$ cat src/rtl/uart_tx_framed.sv
// ----------------------------------------------------------------------------
// uart_tx_framed
//   UART transmitter fed by a small input FIFO. Each frame is one start bit,
//   DATA_W data bits (LSB first), an optional odd/even parity bit and one or
//   two stop bits. Every serial bit lasts one i_clk_en tick. Frames are sent
//   back to back with no idle tick while the FIFO holds data.
//
// Parameters
//   DATA_W      data bits per frame (5..9)
//   PARITY      0 = none, 1 = odd, 2 = even
//   STOP_BITS   stop bits per frame (1 or 2)
//   FIFO_DEPTH  input FIFO entries (power of two, >= 2)
//
// Ports
//   i_sys_clk     system clock
//   i_rst_n       asynchronous active-low reset
//   i_clk_en      baud tick, one i_sys_clk cycle wide
//   i_tx_en       transmitter enable; low aborts the frame in flight
//   i_tx_data     word to queue
//   i_tx_valid    producer has a word
//   o_tx_ready    FIFO can accept a word
//   o_tx          serial line, idle high, registered
//   o_busy        a frame is in progress
//   o_frame_done  one-cycle pulse when the last stop bit of a frame completes
//   o_fifo_count  words queued, excluding the frame in flight
// ----------------------------------------------------------------------------
module uart_tx_framed #(
    parameter int DATA_W     = 8,
    parameter int PARITY     = 0,
    parameter int STOP_BITS  = 1,
    parameter int FIFO_DEPTH = 4
) (
    input  logic                               i_sys_clk,
    input  logic                               i_rst_n,
    input  logic                               i_clk_en,
    input  logic                               i_tx_en,
    input  logic [DATA_W-1:0]                  i_tx_data,
    input  logic                               i_tx_valid,
    output logic                               o_tx_ready,
    output logic                               o_tx,
    output logic                               o_busy,
    output logic                               o_frame_done,
    output logic [$clog2(FIFO_DEPTH+1)-1:0]    o_fifo_count
);

    localparam int CNT_W = $clog2(FIFO_DEPTH + 1);
    localparam int PTR_W = $clog2(FIFO_DEPTH);
    localparam int IDX_W = $clog2(DATA_W + 1);

    localparam logic [CNT_W-1:0] DEPTH_C   = FIFO_DEPTH[CNT_W-1:0];
    localparam logic [IDX_W-1:0] LAST_IDX  = DATA_W[IDX_W-1:0];
    localparam logic [1:0]       STOP_LAST = STOP_BITS[1:0];

    localparam logic [2:0] ST_IDLE  = 3'd0;
    localparam logic [2:0] ST_START = 3'd1;
    localparam logic [2:0] ST_DATA  = 3'd2;
    localparam logic [2:0] ST_PAR   = 3'd3;
    localparam logic [2:0] ST_STOP  = 3'd4;

    logic [DATA_W-1:0] mem [FIFO_DEPTH];
    logic [PTR_W-1:0]  wr_ptr;
    logic [PTR_W-1:0]  rd_ptr;
    logic [CNT_W-1:0]  count_nxt;

    logic [2:0]        state;
    logic [DATA_W-1:0] shift_q;
    logic              par_q;
    logic [IDX_W-1:0]  bit_idx;
    logic [1:0]        stop_cnt;

    logic              push;
    logic              pop;
    logic              abort;
    logic              frame_end;
    logic [DATA_W-1:0] head;
    logic              head_par;

    always_comb begin
        frame_end = (state == ST_STOP) && (stop_cnt >= STOP_LAST);
        abort     = !i_tx_en && (state != ST_IDLE);
        // A pop only happens on a tick, from IDLE or as the final stop bit
        // ends; the registered count means a word pushed on this very tick
        // is not yet visible here.
        pop       = i_tx_en && i_clk_en && (o_fifo_count != '0) &&
                    ((state == ST_IDLE) || frame_end);
        push      = i_tx_valid && o_tx_ready;
        head      = mem[rd_ptr];
        head_par  = (PARITY == 1) ? ~^head : ^head;
        count_nxt = o_fifo_count;
        if (push && !pop) begin
            count_nxt = o_fifo_count + CNT_W'(1);
        end else if (pop && !push) begin
            count_nxt = o_fifo_count - CNT_W'(1);
        end
    end

    // FIFO storage needs no reset; only the pointers and count do.
    always_ff @(posedge i_sys_clk) begin
        if (push) begin
            mem[wr_ptr] <= i_tx_data;
        end
    end

    always_ff @(posedge i_sys_clk or negedge i_rst_n) begin
        if (!i_rst_n) begin
            wr_ptr       <= '0;
            rd_ptr       <= '0;
            o_fifo_count <= '0;
            o_tx_ready   <= 1'b1;
        end else begin
            if (push) begin
                wr_ptr <= wr_ptr + PTR_W'(1);
            end
            if (pop) begin
                rd_ptr <= rd_ptr + PTR_W'(1);
            end
            o_fifo_count <= count_nxt;
            o_tx_ready   <= (count_nxt < DEPTH_C);
        end
    end

    always_ff @(posedge i_sys_clk or negedge i_rst_n) begin
        if (!i_rst_n) begin
            state        <= ST_IDLE;
            o_tx         <= 1'b1;
            o_busy       <= 1'b0;
            o_frame_done <= 1'b0;
            shift_q      <= '0;
            par_q        <= 1'b0;
            bit_idx      <= '0;
            stop_cnt     <= '0;
        end else begin
            o_frame_done <= 1'b0;
            if (abort) begin
                // Abort ignores the tick; the word in flight is dropped.
                state  <= ST_IDLE;
                o_tx   <= 1'b1;
                o_busy <= 1'b0;
            end else if (i_clk_en) begin
                case (state)
                    ST_IDLE: begin
                        if (pop) begin
                            shift_q <= head;
                            par_q   <= head_par;
                            o_tx    <= 1'b0;
                            o_busy  <= 1'b1;
                            state   <= ST_START;
                        end
                    end
                    ST_START: begin
                        o_tx    <= shift_q[0];
                        shift_q <= shift_q >> 1;
                        bit_idx <= IDX_W'(1);
                        state   <= ST_DATA;
                    end
                    ST_DATA: begin
                        if (bit_idx < LAST_IDX) begin
                            o_tx    <= shift_q[0];
                            shift_q <= shift_q >> 1;
                            bit_idx <= bit_idx + IDX_W'(1);
                        end else if (PARITY != 0) begin
                            o_tx  <= par_q;
                            state <= ST_PAR;
                        end else begin
                            o_tx     <= 1'b1;
                            stop_cnt <= 2'd1;
                            state    <= ST_STOP;
                        end
                    end
                    ST_PAR: begin
                        o_tx     <= 1'b1;
                        stop_cnt <= 2'd1;
                        state    <= ST_STOP;
                    end
                    ST_STOP: begin
                        if (stop_cnt < STOP_LAST) begin
                            o_tx     <= 1'b1;
                            stop_cnt <= stop_cnt + 2'd1;
                        end else begin
                            o_frame_done <= 1'b1;
                            if (pop) begin
                                // Next start bit follows the last stop bit
                                // directly, with no idle tick.
                                shift_q <= head;
                                par_q   <= head_par;
                                o_tx    <= 1'b0;
                                state   <= ST_START;
                            end else begin
                                o_tx   <= 1'b1;
                                o_busy <= 1'b0;
                                state  <= ST_IDLE;
                            end
                        end
                    end
                    default: begin
                        o_tx   <= 1'b1;
                        o_busy <= 1'b0;
                        state  <= ST_IDLE;
                    end
                endcase
            end
        end
    end

endmodule

$ cat config.mk
export PLATFORM = sky130hd
export DESIGN_NAME = uart_tx_framed
export DESIGN_NICKNAME = d
export VERILOG_FILES = /design/src/rtl/uart_tx_framed.sv
export SDC_FILE = /design/constraint.sdc
export NUM_CORES = 1
export LEC_CHECK = 0
export CORE_AREA = 4 4 74 93
export CTS_BUF_LIST = sky130_fd_sc_hd__clkbuf_8 sky130_fd_sc_hd__clkbuf_16
export DETAILED_ROUTE_END_ITERATION = 8
export DIE_AREA = 0 0 78 97
export HOLD_SLACK_MARGIN = 0.06
export PLACE_DENSITY = 0.68
export RECOVER_POWER = 25
export SLEW_MARGIN = 5
export SYNTH_ARGS = -nofsm -noshare
export SYNTH_HDL_FRONTEND = slang
export SYNTH_SLANG_ARGS = --single-unit
export TNS_END_PERCENT = 100
$ cat constraint.sdc
create_clock -name i_sys_clk -period 2.54 [get_ports i_sys_clk]
set_input_delay 0.508 -clock i_sys_clk [delete_from_list [all_inputs] [get_ports i_sys_clk]]
set_output_delay 0.508 -clock i_sys_clk [all_outputs]
set_load 0.005 [all_outputs]
# Word level (Yosys, flattened, before mapping)

Memory sizes are Yosys's and may differ from the RTL's.
Index checks and enable logic that the tools add are counted.

Memory bits (writable): 32
Bits of input ports: 13
Register bits after elaboration: 28
Memories: 1
Logic and storage cells: 99
Output and inout bits: 7

Add/sub/neg operators: 6
Reduce and logical (&&, ||, !) cells: 26
Multiplexer cells: 37
$lt $le $gt $ge: 4
Bitwise logic cells: 1
Equality and inequality tests: 13

Memories:

| name | words | width | rd ports | clocked after memory_dff | write ports | RTL line | RTL |
|---|---|---|---|---|---|---|---|
| mem  | 4     | 8     | 1        | 0                        | 1           | 60       | `logic [DATA_W-1:0] mem [FIFO_DEPTH];` |

Operators by type and width:

| operator                                             | number |
|---|---|
| case mux 8 bit (4 select lines)                      | 1 |
| two-way mux 8 bit                                    | 3 |
| two-way mux 3 bit                                    | 7 |
| two-way mux 1 bit                                    | 18 |
| case mux 3 bit (5 select lines)                      | 1 |
| AND reduction 5 bit                                  | 3 |
| != test 3 bit (second input constant)                | 4 |
| nonzero test 3 bit                                   | 3 |
| logical AND 1 bit                                    | 8 |
| case mux 4 bit (2 select lines)                      | 1 |
| AND reduction 4 bit                                  | 2 |
| adder 2 x 1 -> 2 bit (second input constant)         | 3 |
| equality test 3 x 2 -> 1 bit (second input constant) | 2 |
| != test 2 bit (second input constant)                | 3 |
| case mux 2 bit (3 select lines)                      | 1 |
| adder 4 x 1 -> 4 bit (second input constant)         | 1 |
| < comparator 4 bit (second input constant)           | 1 |
| two-way mux 2 bit                                    | 2 |
| two-way mux 4 bit                                    | 1 |
| != test 2 x 1 -> 1 bit (second input constant)       | 2 |
| case mux 1 bit (4 select lines)                      | 1 |
| nonzero test 2 bit                                   | 2 |
| nonzero test 4 bit                                   | 1 |
| adder 3 x 1 -> 3 bit (second input constant)         | 1 |
| other kinds (13)                                     | 15 |

# Logic depth before layout (Yosys ltp)

Gate-level depths: netlist (run 1).

Depth in word-level cells: 9
Depth in mapped cells: 10

# Worst setup path before layout (run 1)

No wires, ideal clock.

Path type: register -> register
From: reg o_fifo_count[0]
To: reg shift_q[1]
Cell stages (with the launch flop): 9
Period minus slack after synthesis: 1818 ps
Arrival: 1693 ps
Path slack: 722 ps
Library setup time: 125 ps
Cells stage by stage: dfrtp_1 -> inv_1 -> ha_1 -> nand2b_4 -> and4_4 -> buf_6 -> o211a_1 -> buf_6 -> mux2_4

Word-level cells in the longest chain between the ends: 6

RTL lines:

| element                           | RTL line | RTL |
|---|---|---|
| from (decl)                       | 43       | `output logic [$clog2(FIFO_DEPTH+1)-1:0] o_fifo_count` |
| from (signal assigned)            | 117      | `o_fifo_count <= count_nxt;` |
| nonzero test 3 bit *              | 84       | `pop = i_tx_en && i_clk_en && (o_fifo_count != '0) &&` |
| logical AND 1 bit * (2 in a row)  | 84       |  |
| two-way mux 8 bit *               | n/a      |  |
| two-way mux 8 bit                 | n/a      |  |
| case mux 8 bit (4 select lines) * | n/a      |  |
| to (signal assigned)              | 152      | `shift_q <= shift_q >> 1;` |
| to (signal assigned)              | 159      | `shift_q <= shift_q >> 1;` |
| to (decl)                         | 66       | `logic [DATA_W-1:0] shift_q;` |

Every way passes the cells marked *; elsewhere a longest branch is shown, timed or not. The select of a mux whose other input is x is not followed.
A chain may end at the register's enable or synchronous reset.

# Final worst setup path (run 1)

From: reg state[0]
To: reg shift_q[1]

Word-level cells in the longest chain between the ends: 7
Elaborated cells on any way between the ends: 17
Those cells by class: eq/ne (5); mux (3); bitwise (1); reduce/logical (8)

RTL lines:

| element                         | RTL line | RTL |
|---|---|---|
| from (decl)                     | 65       | `logic [2:0] state;` |
| from (signal assigned)          | 124      | `state <= ST_IDLE;` |
| from (signal assigned)          | 136      | `state <= ST_IDLE;` |
| from (signal assigned)          | 147      | `state <= ST_START;` |
| equality test 3 bit             | 79, 140  |  |
| logical AND 1 bit               | 79       | `frame_end = (state == ST_STOP) && (stop_cnt >= STOP_LAST);` |
| logical OR 1 bit                | 85       | `((state == ST_IDLE) \|\| frame_end);` |
| logical AND 1 bit               | 84       |  |
| two-way mux 8 bit (2 in a row)  | n/a      |  |
| case mux 8 bit (4 select lines) | 140      | `case (state)` |

Parallel ways exist; a longest one is shown, timed or not. The select of a mux whose other input is x is not followed.

==> qor.json, run 1 <==
{
  "outcome": "complete, no violations",
  "layout-drive-gt1-share_pct": 18.8,
  "dp_hpwl_mm": 3.28,
  "worstReg2RegEnd": "shift_q[1]$_DFFE_PN0P_",
  "cts-root-buf": "clkbuf_8",
  "report.final.slew_viol_count": 0,
  "start_util_pct": 48.7,
  "fin_crit_ns": 2.03,
  "globalRoute.totalOverflow": 0,
  "global_route_wire_length_before_repair_mm": 8.25,
  "gp_congestion": 0.876,
  "fmax_ghz": 0.493,
  "timing.critical_path.from": "state[0]$_DFFE_PN0P_",
  "antenna_found_initial": 0,
  "cp-start-kind": "register",
  "timing.reg2reg.setup_slack_ns": 0.51,
  "fp.dieArea_um2": 7570,
  "fin_tns_setup_ns": 0,
  "clock_insertion_delay_worst_skew_ns": 0.33,
  "worstReg2RegStart": "state[0]$_DFFE_PN0P_",
  "worst-endpoint-required_ns": 2.76,
  "final-setup-viol-count": 0,
  "cts.repair_timing.setup_buffer_count": 0,
  "post-synth-top-area-fraction_pct": 32.6,
  "dp_worst_setup_slack_ns": 0.247,
  "std_cell_rows": 32,
  "syn-num-nets": 234,
  "final.setup.worst_slack_ns": 0.510,
  "grt_setup_unrepaired": "no",
  "layout.cells.most_common_list": "edfxtp_1 (32), dfrtp_1 (26), nand2_1 (16), clkdlybuf4s50_1 (16), ha_1 (11)",
  "cp_cell_sequence": "or2_1 > o22ai_1 > o211a_1 > buf_4 > mux2_4",
  "tightest_slew_ns": 1.46,
  "ys_seq_area_share_pct": 56.5,
  "hold_path.class": "register to register",
  "setup.worst_path.end": "shift_q[1]$_DFFE_PN0P_",
  "first_global_vias": 1717,
  "syn_to_final_growth_pct": 16.0,
  "post_drt_wl_per_cell_um": 14.7,
  "synth-warning-count": 0,
  "die_h_um": 97,
  "power_density_nw_per_um2": 1030,
  "layout.cells.most_common": "edfxtp_1",
  "max-vdd-ir-drop_mv": 0.653,
  "ys_dominant_reg_cell": "edfxtp_1",
  "routed-via-count": 1690,
  "synth_enable_flop_cells": 32,
  "relSlewSlack_pct": 2.72,
  "route.antenna.remaining_nets": 0,
  "tritoncts": "yes",
  "async_flop_share_pct": 46.7,
  "worstRegToRegCells": 5,
  "post_cts_hold_buffer_count": 0,
  "syn-mean-instance-area_um2": 14.0,
  "worst-setup-path-type": "register to register",
  "wl_mm": 4.77,
  "cts-resized-gates": 0,
  "ys_types": 48,
  "hold_viol": 0,
  "netlist_top_cells_area": "edfxtp_1 (33%), dfrtp_1 (22%), mux4_1 (7.1%)",
  "clock-sinks": 60,
  "drt_first_iter_violations": 103,
  "drt_drc_violations_left": 0,
  "synth-seq-cells": 60,
  "htree_num_levels": 3,
  "numPortBuffers": 19,
  "crit_fanout": 19,
  "first_pass_iters": 5,
  "pin_count_of_the_biggest_net_entering_global_routing": 29,
  "critical-path-max-stage-delay_ns": 0.60,
  "netlist_area_um2": 2950,
  "mapped_cells": 210,
  "layout_worst_path_cycle_share_pct": 79.9,
  "timing.max_cap.violations": 0,
  "die-width_um": 78,
  "end_kind": "register",
  "coreArea_um2": 6050,
  "cp.arrival_ns": 2.25,
  "ioPinCount": 20,
  "timing.clock.skew_ns": 0.0121,
  "worst_path_max_delay_cell": "dfrtp_1",
  "clockBufferDepth": 2,
  "leakage_nw": 1.37,
  "post-synth-top-area-cell": "edfxtp_1",
  "fillerInstances": 492,
  "numCtsBuffers": 9,
  "number_of_diodes_added_for_antenna_fixing": 0,
  "clk_transition_reported_paths_ns": 0.07,
  "finalNetCount": 258,
  "routed_via_density": 5.22,
  "gr-usage-all-layers_pct": 13.9
}
==> report_power, final <==
group / leakage, nW / internal, mW / switching (mW)
Clock: 0.110 / 0.557 / 0.396
Combinational: 0.629 / 0.618 / 0.418
Sequential: 0.629 / 1.29 / 0.223
Total: 1.37 / 2.47 / 1.04
==> area by class of cell <==
| cell class | instances | area [um^2] | share of cell area, % |
|---|---|---|---|
| flip-flops and latches | 60 | 1660 | 48.7 |
| multi-input cells | 129 | 1160 | 33.9 |
| inverters | 9 | 33.8 | 0.989 |
| well taps | 85 | 106 | 3.11 |
| repair buffers | 25 | 231 | 6.77 |
| clock inverters | 7 | 98.8 | 2.89 |
| clock buffers | 9 | 124 | 3.63 |
==> worst max-delay path: cells and delay by family, from the launching register on <==
kind                   cells  cell delay (ns)
buffers and inverters      1             0.19
muxes                      1             0.31
AOI/OAI and AO/OA          2             0.44
and+or+nand+nor            1             0.37
DFF                        1             0.60
==> through the flow <==
step           utilization, %  total power, mW  instances  hold WS [ns]  instance area (um^2)
6_report                 56.5             3.50        324         0.505                  3420
5_1_grt                  56.5             3.72        324         0.518                  3420
4_1_cts                  56.6             3.55        324         0.508                  3420
3_5_place_dp             52.9             2.59        308         0.483                  3200
3_3_place_gp             52.9             2.57        308         0.489                  3200
2_1_floorplan               -             2.31        210         0.212                  2950
==> sequential cells by signal, indices dropped and copies added, names as in the netlist <==
signal,cells
o_frame_done,1
rd_ptr,2
shift_q,8
o_busy,1
o_fifo_count,3
wr_ptr,2
state,3
stop_cnt,2
o_tx_ready,1
bit_idx,4
mem,32
o_tx,1
==> layer usage <==
layer	vias to the layer above	GRT usage [%]	part of all wire (%)
met5	-	0	0
met4	0	5.92	1.6
met3	9	4.28	4.7
met1	819	17.3	45
met2	38	22.4	49
li1	824	-	-
==> cells in the mapped netlist (2+ instances only) <==
| cell | count |
|---|---|
| a21oi_1 | 6 |
| dfstp_2 | 2 |
| nor2_1 | 5 |
| clkbuf_1 | 4 |
| a22o_1 | 2 |
| and2_1 | 3 |
| dfrtp_1 | 26 |
| mux2_4 | 7 |
| xnor2_1 | 3 |
| nor2b_1 | 7 |
| mux4_1 | 8 |
| nor3_1 | 3 |
| buf_6 | 3 |
| edfxtp_1 | 32 |
| buf_4 | 2 |
| nand2b_1 | 3 |
| nor3b_1 | 4 |
| o21a_1 | 3 |
| xor2_1 | 3 |
| o21ai_0 | 7 |
| inv_1 | 9 |
| buf_2 | 2 |
| and3_1 | 5 |
| nand2_1 | 16 |
| mux2_2 | 9 |
| ha_1 | 11 |
| o211ai_1 | 2 |
| mux2i_1 | 3 |
==> cells by family after synthesis <==
logic type	Yosys count	synth area share [%]
AO/OA/AOI/OAI	32	7.69
XOR/XNOR	6	1.78
adder cells (fa/ha/maj)	11	4.67
buffers and inverters	21	4.16
flip-flops	60	56.5
multiplexers	27	15.2
AND/OR/NAND/NOR	53	10.0
==> worst min-delay path by stage <==
stage / start / end / slack [ns] / cells past startpoint
detailed placement: stop_cnt[1]$_DFFE_PN0P_ / stop_cnt[1]$_DFFE_PN0P_ / 0.48 / 1
finish: stop_cnt[1]$_DFFE_PN0P_ / stop_cnt[1]$_DFFE_PN0P_ / 0.51 / 1
global route: stop_cnt[1]$_DFFE_PN0P_ / stop_cnt[1]$_DFFE_PN0P_ / 0.52 / 1
global placement: stop_cnt[1]$_DFFE_PN0P_ / stop_cnt[1]$_DFFE_PN0P_ / 0.49 / 1
CTS: stop_cnt[1]$_DFFE_PN0P_ / stop_cnt[1]$_DFFE_PN0P_ / 0.51 / 1
floorplan: i_rst_n / bit_idx[0]$_DFFE_PN0P_ / 0.21 / 0
(Power assumes the default switching activity.)
==> inputs of run 2 (changes only) <==
PLACE_DENSITY = 0.71   (was 0.68)
clock period = 1.6 ns   (was 2.54 ns; I/O delays follow)
==> run 2 against run 1 <==
  * The run now ends with negative setup slack left
  * Sequential power rose by 53%
  * Combinational power rose to 2.6 times the previous value
  * Flip-flop and latch count did not move
  * Via count rose by 17%
  * Non-clock buffer count rose by 56
  * Maximum frequency rose by 18%
  * Largest cell class unchanged
  * Largest power group is now combinational logic
==> qor.json, run 2 (synthesized netlist as in run 1, its figures left out) <==
{
  "outcome": "finished with violations",
  "failed_checks": "negative setup slack",
  "layout.cells.most_common_list": "buf_4 (50), edfxtp_1 (32), dfrtp_1 (23)",
  "power_density_nw_per_um2": 1590,
  "cp-start-kind": "register",
  "start_util_pct": 48.7,
  "cts-root-buf": "clkbuf_8",
  "clock-sinks": 60,
  "regMostFlops": "mem",
  "std_cell_rows": 32,
  "number_of_diodes_added_for_antenna_fixing": 0,
  "p_sw_share_pct": 31.0,
  "cp.arrival_ns": 1.95,
  "grt_setup_unrepaired": "yes",
  "post_drt_wl_per_cell_um": 16.2,
  "largestRegisters": "mem x32, shift_q x8, bit_idx x4",
  "wl_mm": 6.17,
  "routed-via-count": 1979,
  "layout_worst_path_cycle_share_pct": 108,
  "family_of_cells_with_the_greatest_summed_delay_on_the_critical_path": "compound AO/OA/AOI/OAI gates",
  "syn_to_final_growth_pct": 36.1,
  "final.setup.worst_slack_ns": -0.120,
  "die_h_um": 97,
  "worstRegToRegCells": 6,
  "numPortBuffers": 19,
  "drt_drc_violations_left": 0,
  "finalNetCount": 314,
  "fin_crit_ns": 1.72,
  "total_switching_power_mw": 1.97,
  "clockBufferDepth": 2,
  "first_global_vias": 2170,
  "critical-path-max-stage-delay_ns": 0.47,
  "pin_count_of_the_biggest_net_entering_global_routing": 29,
  "max_reg_flops": 32,
  "layout.cells.most_common": "buf_4",
  "die-width_um": 78,
  "drt_first_iter_violations": 75,
  "dp_hpwl_mm": 3.97,
  "numCtsBuffers": 9,
  "max-vdd-ir-drop_mv": 0.779,
  "timing.reg2reg.setup_slack_ns": -0.12,
  "globalRoute.totalOverflow": 0,
  "worst-endpoint-required_ns": 1.83,
  "cp_num_cells": 6,
  "ioPinCount": 20,
  "worst-path-buf-inv": 2,
  "power_frac_clock_pct": 21.5,
  "gr-usage-all-layers_pct": 17.7,
  "fp.dieArea_um2": 7570,
  "tritoncts": "yes",
  "relSlewSlack_pct": 53.4,
  "sequentialPowerShare_pct": 36.6,
  "power.internal_mw": 4.40,
  "fin_worst_hold_slack_ns": 0.516,
  "timing.max_cap.violations": 0,
  "worst-setup-path-type": "register to register",
  "tightest_slew_ns": 0.699,
  "antenna_found_initial": 0,
  "fmax_ghz": 0.581,
  "hold_path.class": "register to register",
  "leakage_nw": 1.67,
  "cp_cell_sequence": "buf_4 > o21a_1 > o22ai_2 > o211a_1 > buf_12 > mux2_4",
  "layout-drive-gt1-share_pct": 44.4,
  "total_power_mw": 6.38,
  "worst_path_max_delay_cell": "dfrtp_2",
  "worstReg2RegEnd": "shift_q[5]$_DFFE_PN0P_",
  "worstReg2RegStart": "state[0]$_DFFE_PN0P_",
  "holdPathEnd": "shift_q[7]$_DFFE_PN0P_",
  "report.final.slew_viol_count": 0,
  "fin_tns_setup_ns": -0.985,
  "route.antenna.remaining_nets": 0,
  "hold_depth": 1,
  "clk_transition_reported_paths_ns": 0.07,
  "global_route_wire_length_before_repair_mm": 10.2,
  "share_comb_of_total_power_pct": 41.9,
  "hold_viol": 0,
  "clock_insertion_delay_worst_skew_ns": 0.34,
  "coreArea_um2": 6050,
  "hold_path.startpoint": "shift_q[7]$_DFFE_PN0P_",
  "htree_num_levels": 3,
  "end_kind": "register",
  "crit_fanout": 8,
  "gp_congestion": 0.865,
  "final-setup-viol-count": 10,
  "routed_via_density": 5.21,
  "timing.clock.skew_ns": 0.00973,
  "first_pass_iters": 4
}
==> run 2: cell count changes in the layout (fill, tap and decap cells not counted), sizes merged, moves of 2 or more <==
cell,previous run,this run
clkinv,3,1
dlygate4sd2,0,4
clkinvlp,1,3
clkdlybuf4s50,16,9
dlygate4sd3,3,5
buf,5,61
==> run 2: routing by layer <==
metal,GRT usage [%],share of wire (%)
met5,0,0
met4,9.96,2.5
met3,4.75,3.0
met1,19.7,41
met2,30.1,53
==> run 2: repair_timing <==
action | 4_1_cts | 5_1_grt
pin swaps | 10 | 4
gates cloned | 0 | 0
resized for setup | 36 | 10
hold buffers | 0 | 0
endpoints found under the setup margin | 22 | 17
setup buffers | 13 | 1
==> run 2: stage by stage <==
stage | utilization (%) | cells | worst slack [ns] | cell area [um^2]
after CTS | 65.6 | 379 | -0.136 | 3970
after global placement | 59.5 | 350 | -0.396 | 3600
after floorplan | - | 210 | -0.152 | 2980
final | 66.3 | 380 | -0.120 | 4010
after global routing | 66.3 | 380 | -0.184 | 4010
after detailed placement | 59.5 | 350 | -0.421 | 3600
==> run 2: power by group through the flow <==
stage	sequential [mW]	clock [mW]	combinational (mW)
after floorplan	2.25	0	1.47
after global placement	2.33	0	2.22
after detailed placement	2.34	0	2.30
after CTS	2.33	1.40	2.58
after global routing	2.38	1.48	2.91
final	2.33	1.37	2.67
==> run 2: final cells by class <==
type                       count  area [um^2]
clock buffer                   9          124
clock inverter                 7         75.1
fill                         451         2040
inverter                       9         33.8
multi-input combinational    129         1270
sequential                    60         1670
tap                           85          106
timing repair buffer          81          733
==> run 2: how the worst max path moves through the flow <==
stage | startpoint | end | slack [ns]
2_1_floorplan | o_fifo_count[0]$_DFFE_PN0P_ | shift_q[1]$_DFFE_PN0P_ | -0.15
3_3_place_gp | i_tx_en | shift_q[7]$_DFFE_PN0P_ | -0.40
3_5_place_dp | i_tx_en | shift_q[4]$_DFFE_PN0P_ | -0.42
4_1_cts | rd_ptr[0]$_DFFE_PN0N_ | shift_q[1]$_DFFE_PN0P_ | -0.14
5_1_grt | o_fifo_count[1]$_DFFE_PN0P_ | shift_q[5]$_DFFE_PN0P_ | -0.18
6_report | state[0]$_DFFE_PN0P_ | shift_q[5]$_DFFE_PN0P_ | -0.12
